**src/rtl/chan_sequencer_if.sv**
```systemverilog
// Host-to-sequencer bundle: pattern writes, transport controls, and per-voice playback outputs.
// Outputs are registered in the sequencer; no backpressure, the wave generators simply follow.
interface chan_sequencer_if #(
    parameter int NUM_STEPS = 16,
    parameter int PERIOD_W  = 32
);
    localparam int SW = $clog2(NUM_STEPS);

    logic                start;
    logic                stop;
    logic                loop_en;
    logic [15:0]         ticks_per_step;
    logic                wr_en;
    logic [SW-1:0]       wr_step;
    logic [1:0]          wr_chan;
    logic [PERIOD_W-1:0] wr_period;

    logic [PERIOD_W-1:0] period0;
    logic [PERIOD_W-1:0] period1;
    logic [PERIOD_W-1:0] period2;
    logic [PERIOD_W-1:0] period3;
    logic [3:0]          gate;
    logic [SW-1:0]       step_idx;
    logic                step_strobe;
    logic                running;
    logic                done;

    modport master (
        output start, stop, loop_en, ticks_per_step, wr_en, wr_step, wr_chan, wr_period,
        input  period0, period1, period2, period3, gate, step_idx, step_strobe, running, done
    );

    modport slave (
        input  start, stop, loop_en, ticks_per_step, wr_en, wr_step, wr_chan, wr_period,
        output period0, period1, period2, period3, gate, step_idx, step_strobe, running, done
    );
endinterface

```
**src/rtl/chan_sequencer.sv**
```systemverilog
// Four-voice step sequencer: each step = 1 LOAD cycle (gate gap) + eff_tps*TICK_DIV PLAY cycles.
// All outputs registered; no backpressure, stop aborts immediately and wins over start/step end.
module chan_sequencer #(
    parameter int NUM_STEPS = 16,
    parameter int TICK_DIV  = 50000,
    parameter int PERIOD_W  = 32
) (
    input  logic             clk,
    input  logic             reset,
    chan_sequencer_if.slave  seq_if
);
    localparam int SW = $clog2(NUM_STEPS);
    localparam int PW = (TICK_DIV > 1) ? $clog2(TICK_DIV) : 1;
    localparam logic [SW-1:0] LAST_STEP = SW'(NUM_STEPS - 1);
    localparam logic [PW-1:0] PRESC_MAX = PW'(TICK_DIV - 1);

    typedef enum logic [1:0] {S_IDLE, S_LOAD, S_PLAY} state_e;

    state_e              state_q, state_d;
    logic [PERIOD_W-1:0] pat_q [NUM_STEPS][4];
    logic [PERIOD_W-1:0] per_q [4];
    logic [PERIOD_W-1:0] per_d [4];
    logic [3:0]          gate_q, gate_d;
    logic [SW-1:0]       idx_q, idx_d;
    logic                strobe_q, strobe_d;
    logic                run_q, run_d;
    logic                done_q, done_d;
    logic [15:0]         tps_q, tps_d;
    logic [15:0]         tick_q, tick_d;
    logic [PW-1:0]       presc_q, presc_d;

    always_ff @(posedge clk) begin
        if (reset) begin
            for (int s = 0; s < NUM_STEPS; s++) begin
                for (int c = 0; c < 4; c++) begin
                    pat_q[s][c] <= '0;
                end
            end
        end else if (seq_if.wr_en) begin
            pat_q[seq_if.wr_step][seq_if.wr_chan] <= seq_if.wr_period;
        end
    end

    always_comb begin
        state_d  = state_q;
        per_d    = per_q;
        gate_d   = gate_q;
        idx_d    = idx_q;
        strobe_d = 1'b0;
        run_d    = run_q;
        done_d   = 1'b0;
        tps_d    = tps_q;
        tick_d   = tick_q;
        presc_d  = presc_q;

        case (state_q)
            S_IDLE: begin
                if (seq_if.start) begin
                    state_d = S_LOAD;
                    run_d   = 1'b1;
                end
            end
            S_LOAD: begin
                tps_d    = (seq_if.ticks_per_step == 16'd0) ? 16'd1 : seq_if.ticks_per_step;
                state_d  = S_PLAY;
                strobe_d = 1'b1;
                presc_d  = '0;
                tick_d   = '0;
                for (int c = 0; c < 4; c++) begin
                    per_d[c]  = pat_q[idx_q][c];
                    gate_d[c] = |pat_q[idx_q][c];
                end
            end
            S_PLAY: begin
                if (presc_q == PRESC_MAX) begin
                    presc_d = '0;
                    if (tick_q + 16'd1 == tps_q) begin
                        gate_d = '0;
                        if (idx_q != LAST_STEP || seq_if.loop_en) begin
                            // Power-of-two length lets the increment wrap to step 0 for free.
                            idx_d   = idx_q + 1'b1;
                            state_d = S_LOAD;
                        end else begin
                            idx_d   = '0;
                            state_d = S_IDLE;
                            run_d   = 1'b0;
                            done_d  = 1'b1;
                            for (int c = 0; c < 4; c++) per_d[c] = '0;
                        end
                    end else begin
                        tick_d = tick_q + 16'd1;
                    end
                end else begin
                    presc_d = presc_q + 1'b1;
                end
            end
            default: state_d = S_IDLE;
        endcase

        if (seq_if.stop) begin
            state_d  = S_IDLE;
            gate_d   = '0;
            idx_d    = '0;
            strobe_d = 1'b0;
            run_d    = 1'b0;
            done_d   = 1'b0;
            for (int c = 0; c < 4; c++) per_d[c] = '0;
        end
    end

    always_ff @(posedge clk) begin
        if (reset) begin
            state_q  <= S_IDLE;
            for (int c = 0; c < 4; c++) per_q[c] <= '0;
            gate_q   <= '0;
            idx_q    <= '0;
            strobe_q <= 1'b0;
            run_q    <= 1'b0;
            done_q   <= 1'b0;
            tps_q    <= 16'd1;
            tick_q   <= '0;
            presc_q  <= '0;
        end else begin
            state_q  <= state_d;
            per_q    <= per_d;
            gate_q   <= gate_d;
            idx_q    <= idx_d;
            strobe_q <= strobe_d;
            run_q    <= run_d;
            done_q   <= done_d;
            tps_q    <= tps_d;
            tick_q   <= tick_d;
            presc_q  <= presc_d;
        end
    end

    assign seq_if.period0     = per_q[0];
    assign seq_if.period1     = per_q[1];
    assign seq_if.period2     = per_q[2];
    assign seq_if.period3     = per_q[3];
    assign seq_if.gate        = gate_q;
    assign seq_if.step_idx    = idx_q;
    assign seq_if.step_strobe = strobe_q;
    assign seq_if.running     = run_q;
    assign seq_if.done        = done_q;
endmodule
```
**src/flat_wrapper.sv**
```systemverilog
// flat-port wrapper written by rule: the top's interface ports become plain ports
module chan_sequencer_flat 
#(
    parameter int NUM_STEPS = 16,
    parameter int TICK_DIV  = 50000,
    parameter int PERIOD_W  = 32
)
  (clk, reset, seq_if_start, seq_if_stop, seq_if_loop_en, seq_if_ticks_per_step, seq_if_wr_en, seq_if_wr_step, seq_if_wr_chan, seq_if_wr_period, seq_if_period0, seq_if_period1, seq_if_period2, seq_if_period3, seq_if_gate, seq_if_step_idx, seq_if_step_strobe, seq_if_running, seq_if_done);
  chan_sequencer_if #(.NUM_STEPS(NUM_STEPS), .PERIOD_W(PERIOD_W)) seq_if_i ();
  input  logic clk;
  input  logic reset;
  input wire logic [$bits(seq_if_i.start)-1:0] seq_if_start;
  input wire logic [$bits(seq_if_i.stop)-1:0] seq_if_stop;
  input wire logic [$bits(seq_if_i.loop_en)-1:0] seq_if_loop_en;
  input wire logic [$bits(seq_if_i.ticks_per_step)-1:0] seq_if_ticks_per_step;
  input wire logic [$bits(seq_if_i.wr_en)-1:0] seq_if_wr_en;
  input wire logic [$bits(seq_if_i.wr_step)-1:0] seq_if_wr_step;
  input wire logic [$bits(seq_if_i.wr_chan)-1:0] seq_if_wr_chan;
  input wire logic [$bits(seq_if_i.wr_period)-1:0] seq_if_wr_period;
  output wire logic [$bits(seq_if_i.period0)-1:0] seq_if_period0;
  output wire logic [$bits(seq_if_i.period1)-1:0] seq_if_period1;
  output wire logic [$bits(seq_if_i.period2)-1:0] seq_if_period2;
  output wire logic [$bits(seq_if_i.period3)-1:0] seq_if_period3;
  output wire logic [$bits(seq_if_i.gate)-1:0] seq_if_gate;
  output wire logic [$bits(seq_if_i.step_idx)-1:0] seq_if_step_idx;
  output wire logic [$bits(seq_if_i.step_strobe)-1:0] seq_if_step_strobe;
  output wire logic [$bits(seq_if_i.running)-1:0] seq_if_running;
  output wire logic [$bits(seq_if_i.done)-1:0] seq_if_done;
  assign seq_if_i.start = seq_if_start;
  assign seq_if_i.stop = seq_if_stop;
  assign seq_if_i.loop_en = seq_if_loop_en;
  assign seq_if_i.ticks_per_step = seq_if_ticks_per_step;
  assign seq_if_i.wr_en = seq_if_wr_en;
  assign seq_if_i.wr_step = seq_if_wr_step;
  assign seq_if_i.wr_chan = seq_if_wr_chan;
  assign seq_if_i.wr_period = seq_if_wr_period;
  assign seq_if_period0 = seq_if_i.period0;
  assign seq_if_period1 = seq_if_i.period1;
  assign seq_if_period2 = seq_if_i.period2;
  assign seq_if_period3 = seq_if_i.period3;
  assign seq_if_gate = seq_if_i.gate;
  assign seq_if_step_idx = seq_if_i.step_idx;
  assign seq_if_step_strobe = seq_if_i.step_strobe;
  assign seq_if_running = seq_if_i.running;
  assign seq_if_done = seq_if_i.done;
  chan_sequencer #(.NUM_STEPS(NUM_STEPS), .TICK_DIV(TICK_DIV), .PERIOD_W(PERIOD_W)) u_core (.clk(clk), .reset(reset), .seq_if(seq_if_i));
endmodule
```
**config.mk**
```make
export PLATFORM = sky130hd
export DESIGN_NAME = chan_sequencer_flat
export DESIGN_NICKNAME = d
export VERILOG_FILES = /design/src/rtl/chan_sequencer_if.sv /design/src/rtl/chan_sequencer.sv /design/src/flat_wrapper.sv
export SDC_FILE = /design/constraint.sdc
export NUM_CORES = 2
export LEC_CHECK = 0
export ABC_AREA = 1
export BUFFER_PORTS_ARGS = -buffer_cell sky130_fd_sc_hd__buf_2
export CORE_UTILIZATION = 30
export DETAILED_ROUTE_END_ITERATION = 10
export SLEW_MARGIN = 20
export SYNTH_ARGS = -nofsm -noshare
export SYNTH_HDL_FRONTEND = slang
export SYNTH_SLANG_ARGS = --single-unit
export TNS_END_PERCENT = 1
```
**constraint.sdc**
```tcl
create_clock -name clk -period 3.8 [get_ports clk]
set_clock_uncertainty 0.1 [all_clocks]
set_input_delay 0 -clock clk [delete_from_list [all_inputs] [get_ports clk]]
set_output_delay 0 -clock clk [all_outputs]
set_load 0.02 [all_outputs]
```
==> Implementation_results.wiki <==
{| class="wikitable"
! Metric !! Value
|-
| Status || finished clean
|-
| Maximum clock path buffer count || 4
|-
| Min-Delay Path Class || in -> reg
|-
| Final critical-path setup slack || 0.175 ns
|-
| Number of instances in the synthesized netlist || 10400
|-
| Number of vias per cell || 5.14
|-
| Slowest stage delay, CP || 0.61 ns
|-
| Pin count of the biggest net entering global routing || 87
|-
| Reg2Reg Depth || 10
|-
| Pin slew with the least headroom to its limit || 1.15 ns
|-
| Antenna-violating nets left || 0
|-
| Critical path data arrival time || 4.29 ns
|-
| Number of library cell types mapped by synthesis || 44
|-
| Wire length of the first global-routing pass || 494000 µm
|-
| Highest-count cells in the layout ignoring fill and taps || nor2_1, edfxtp_1, nand2_1
|-
| Remaining global-route overflow || 0
|-
| Path length in cells of the critical path || 10
|-
| Overall power consumption || 53.6 mW
|-
| GR Util All Layers || 19.6%
|-
| List of cells traversed by the critical path || inv_1, ha_1, clkinvlp_4, nor2_1, nand2_1, dlygate4sd3_1, o21ai_0, dlygate4sd3_1, nand2_1, dlygate4sd3_1
|-
| Area enclosed by the die boundary || 336000 µm²
|-
| Achievable clock frequency || 0.276 GHz
|-
| Worst-Skew Late Latency || 0.91 ns
|-
| Area overhead of the layout relative to synthesis || 14.6%
|-
| RSZ-0062 raised after global routing || no
|-
| Cell leakage power || 42.9 nW
|-
| Worst-case vdd ir drop || 0.000349 V
|-
| Sink count of the clock tree || 2241
|-
| Critical Path Fanout Max || 16
|-
| Clock edge transition at the registers on the reported setup and hold paths || 0.06 ns
|-
| Die width || 580 µm
|-
| Power density over the cells || 466 nW/µm²
|-
| Post-synthesis register bit count || 2241
|-
| Net total in the final layout || 10500
|-
| Detailed-router iteration count before antenna repair || 9
|-
| HPWL after DPL || 205000 µm
|-
| Cell at the root of the clock tree || clkbuf_16
|-
| Final critical-path required period || 3.62 ns
|-
| Number of DRC markers after the initial detailed-route iteration || 10700
|-
| Worst path bufs/invs || 5
|-
| Routability congestion estimate from global placement || 0.925
|-
| Die boundary height || 580 µm
|-
| Post-layout utilization of the core || 34.7%
|-
| Maxcap violations || 0
|-
| Vias || 76800
|-
| Worst hold path stage count || 3
|-
| Required time of the critical path || 4.47 ns
|-
| Number of top-level pins || 199
|-
| Area of the placeable core || 331000 µm²
|-
| Detailed-route wire length || 343000 µm
|-
| Worst relative slew slack || 23.6%
|-
| Critical Path Source Type || register
|-
| Yosys warning count || 0
|-
| Antenna violations before repair || 10
|-
| Synth Net Count || 10500
|-
| Avg Inst Size Synth || 9.64 µm²
|-
| CTS tree || done
|-
| Vias in the first global route || 69900
|-
| Final hold violations || 0
|-
| Crit Path Class || reg -> reg
|-
| Number of failing setup endpoints in the final timing report || 0
|-
| Hold Slack || 0.0565 ns
|-
| Most common cell after layout, fill and taps aside || nor2_1
|-
| Sort of element at the end of the critical path || register
|-
| Number of buffers inserted during clock tree synthesis || 227
|-
| Proportion of layout cells with a drive suffix above 1 || 10.7%
|-
| Slowest stage cell, crit path || dlygate4sd3_1
|-
| Initial cell density of the core || 30.2%
|-
| Share of the yosys chip area belonging to registers || 65.2%
|-
| Post-route fraction of the period consumed by the critical path || 95.4%
|-
| Detailed-route wire length per cell || 22.9 µm
|-
| Number of slew-limit violations in the final report || 0
|-
| Crit path max-delay family || buffers and inverters
|-
| CTS H-tree depth || 4
|-
| Quantity of I/O buffers inserted on ports || 198
|-
| Final total negative setup slack || 0 ns
|-
| DRC errors left || 0
|-
| Number of core rows || 211
|-
| Setup Slack @ Placement || 0.635 ns
|-
| Netlist Area Pre-Place || 100000 µm²
|-
| Cell repeated most along the worst path || dlygate4sd3_1
|}
==> kinds of logic (layout without fill, tap and decap cells) <==
kind of cell	Yosys count	count (layout)	share of synthesized area, %
simple gates	6179	6179	25.1
flops	2241	2241	65.2
compound gates	853	853	5.00
buf+inv	1108	1303	4.46
fa+ha+maj	7	7	0.0874
other cells	0	1	0
xor+xnor	11	11	0.110
==> synthesized netlist by cell type (all sizes together) <==
cell	n	area, µm²
nor3	14	70.1
nor3b	2	15.0
xnor3	1	22.5
edfxtp	2048	61500
o21a	1	7.51
a21oi	232	1480
a211oi	14	105
nand3	1158	5830
nor2	2849	10800
o21ai	452	2270
clkbuf	683	2560
xnor2	1	8.76
o22ai	6	37.5
xor2	9	78.8
inv	233	875
dfxtp	193	3860
and2	1	6.26
ha	7	87.6
o21bai	2	15.0
buf	191	1020
a31oi	1	6.26
nand2	2119	8230
clkinv	1	3.75
a41oi	1	8.76
nor4	8	65.1
nand3b	2	15.0
nand4	26	169
o211ai	144	1080
==> per-layer routing <==
metal / share of wire, % / track usage, %
met5: 0.0082 / 0
met3: 11 / 3.84
met4: 3.7 / 7.15
met2: 44 / 29.5
met1: 42 / 27.8
==> per-stage QoR <==
step | cell area [µm²] | cells
2_1_floorplan | 100000 | 10400
3_3_place_gp | 107000 | 14500
3_5_place_dp | 107000 | 14500
4_1_cts | 115000 | 15000
5_1_grt | 115000 | 15000
6_report | 115000 | 15000
==> final timing paths <==
kind                             start                        end  slack, ns
max                  u_core.state_q[1]            u_core.tps_q[0]       0.18
min               seq_if_wr_period[20]        u_core.pat_q[9][52]       0.06
max reg2reg          u_core.state_q[1]            u_core.tps_q[0]       0.18
min reg2reg  u_core.seq_if.period3[22]  u_core.seq_if.period3[22]       0.36
==> worst register-to-register path: stages (launching register included) <==
cell and delay [ns]:
dfxtp_1 0.33, inv_1 0.10, ha_1 0.38, clkinvlp_4 0.42, nor2_1 0.20, nand2_1 0.11, dlygate4sd3_1 0.61, o21ai_0 0.08
dlygate4sd3_1 0.57, nand2_1 0.05, dlygate4sd3_1 0.56
==> power by group <==
group	switching, mW	internal (mW)
Clock	9.68	12.1
Combinational	2.59	0.778
Sequential	0.366	28.1
Total	12.6	40.9
==> flip-flops by register name, indices dropped and copies added (netlist names), 2 cells and up, named ones only <==
signal,flops
u_core.state_q,2
u_core.tps_q,16
u_core.tick_q,16
u_core.seq_if.period0,32
u_core.seq_if.step_idx,4
u_core.seq_if.period2,32
u_core.presc_q,16
u_core.seq_if.gate,4
u_core.seq_if.period3,32
u_core.pat_q,2048
u_core.seq_if.period1,32
==> final cells by class <==
type	instances	area [µm²]
fillers	32900	216000
flip-flops and latches	2241	65400
multi-input cells	7050	30400
clock buffers	293	6120
repair buffers	663	5670
well taps	4366	5460
inverters	234	953
clock inverters	112	857
repair inverters	1	5.00
diodes	1	2.50
==> timing repair <==
item                       in CTS  in global routing
hold endpoints to repair     1106                  0
setup buffers                   0                  0
hold buffers                   98                  0
setup endpoints to repair       0                  1
gates resized for setup         0                  1
No activity file was read; power rests on OpenSTA's default activity.
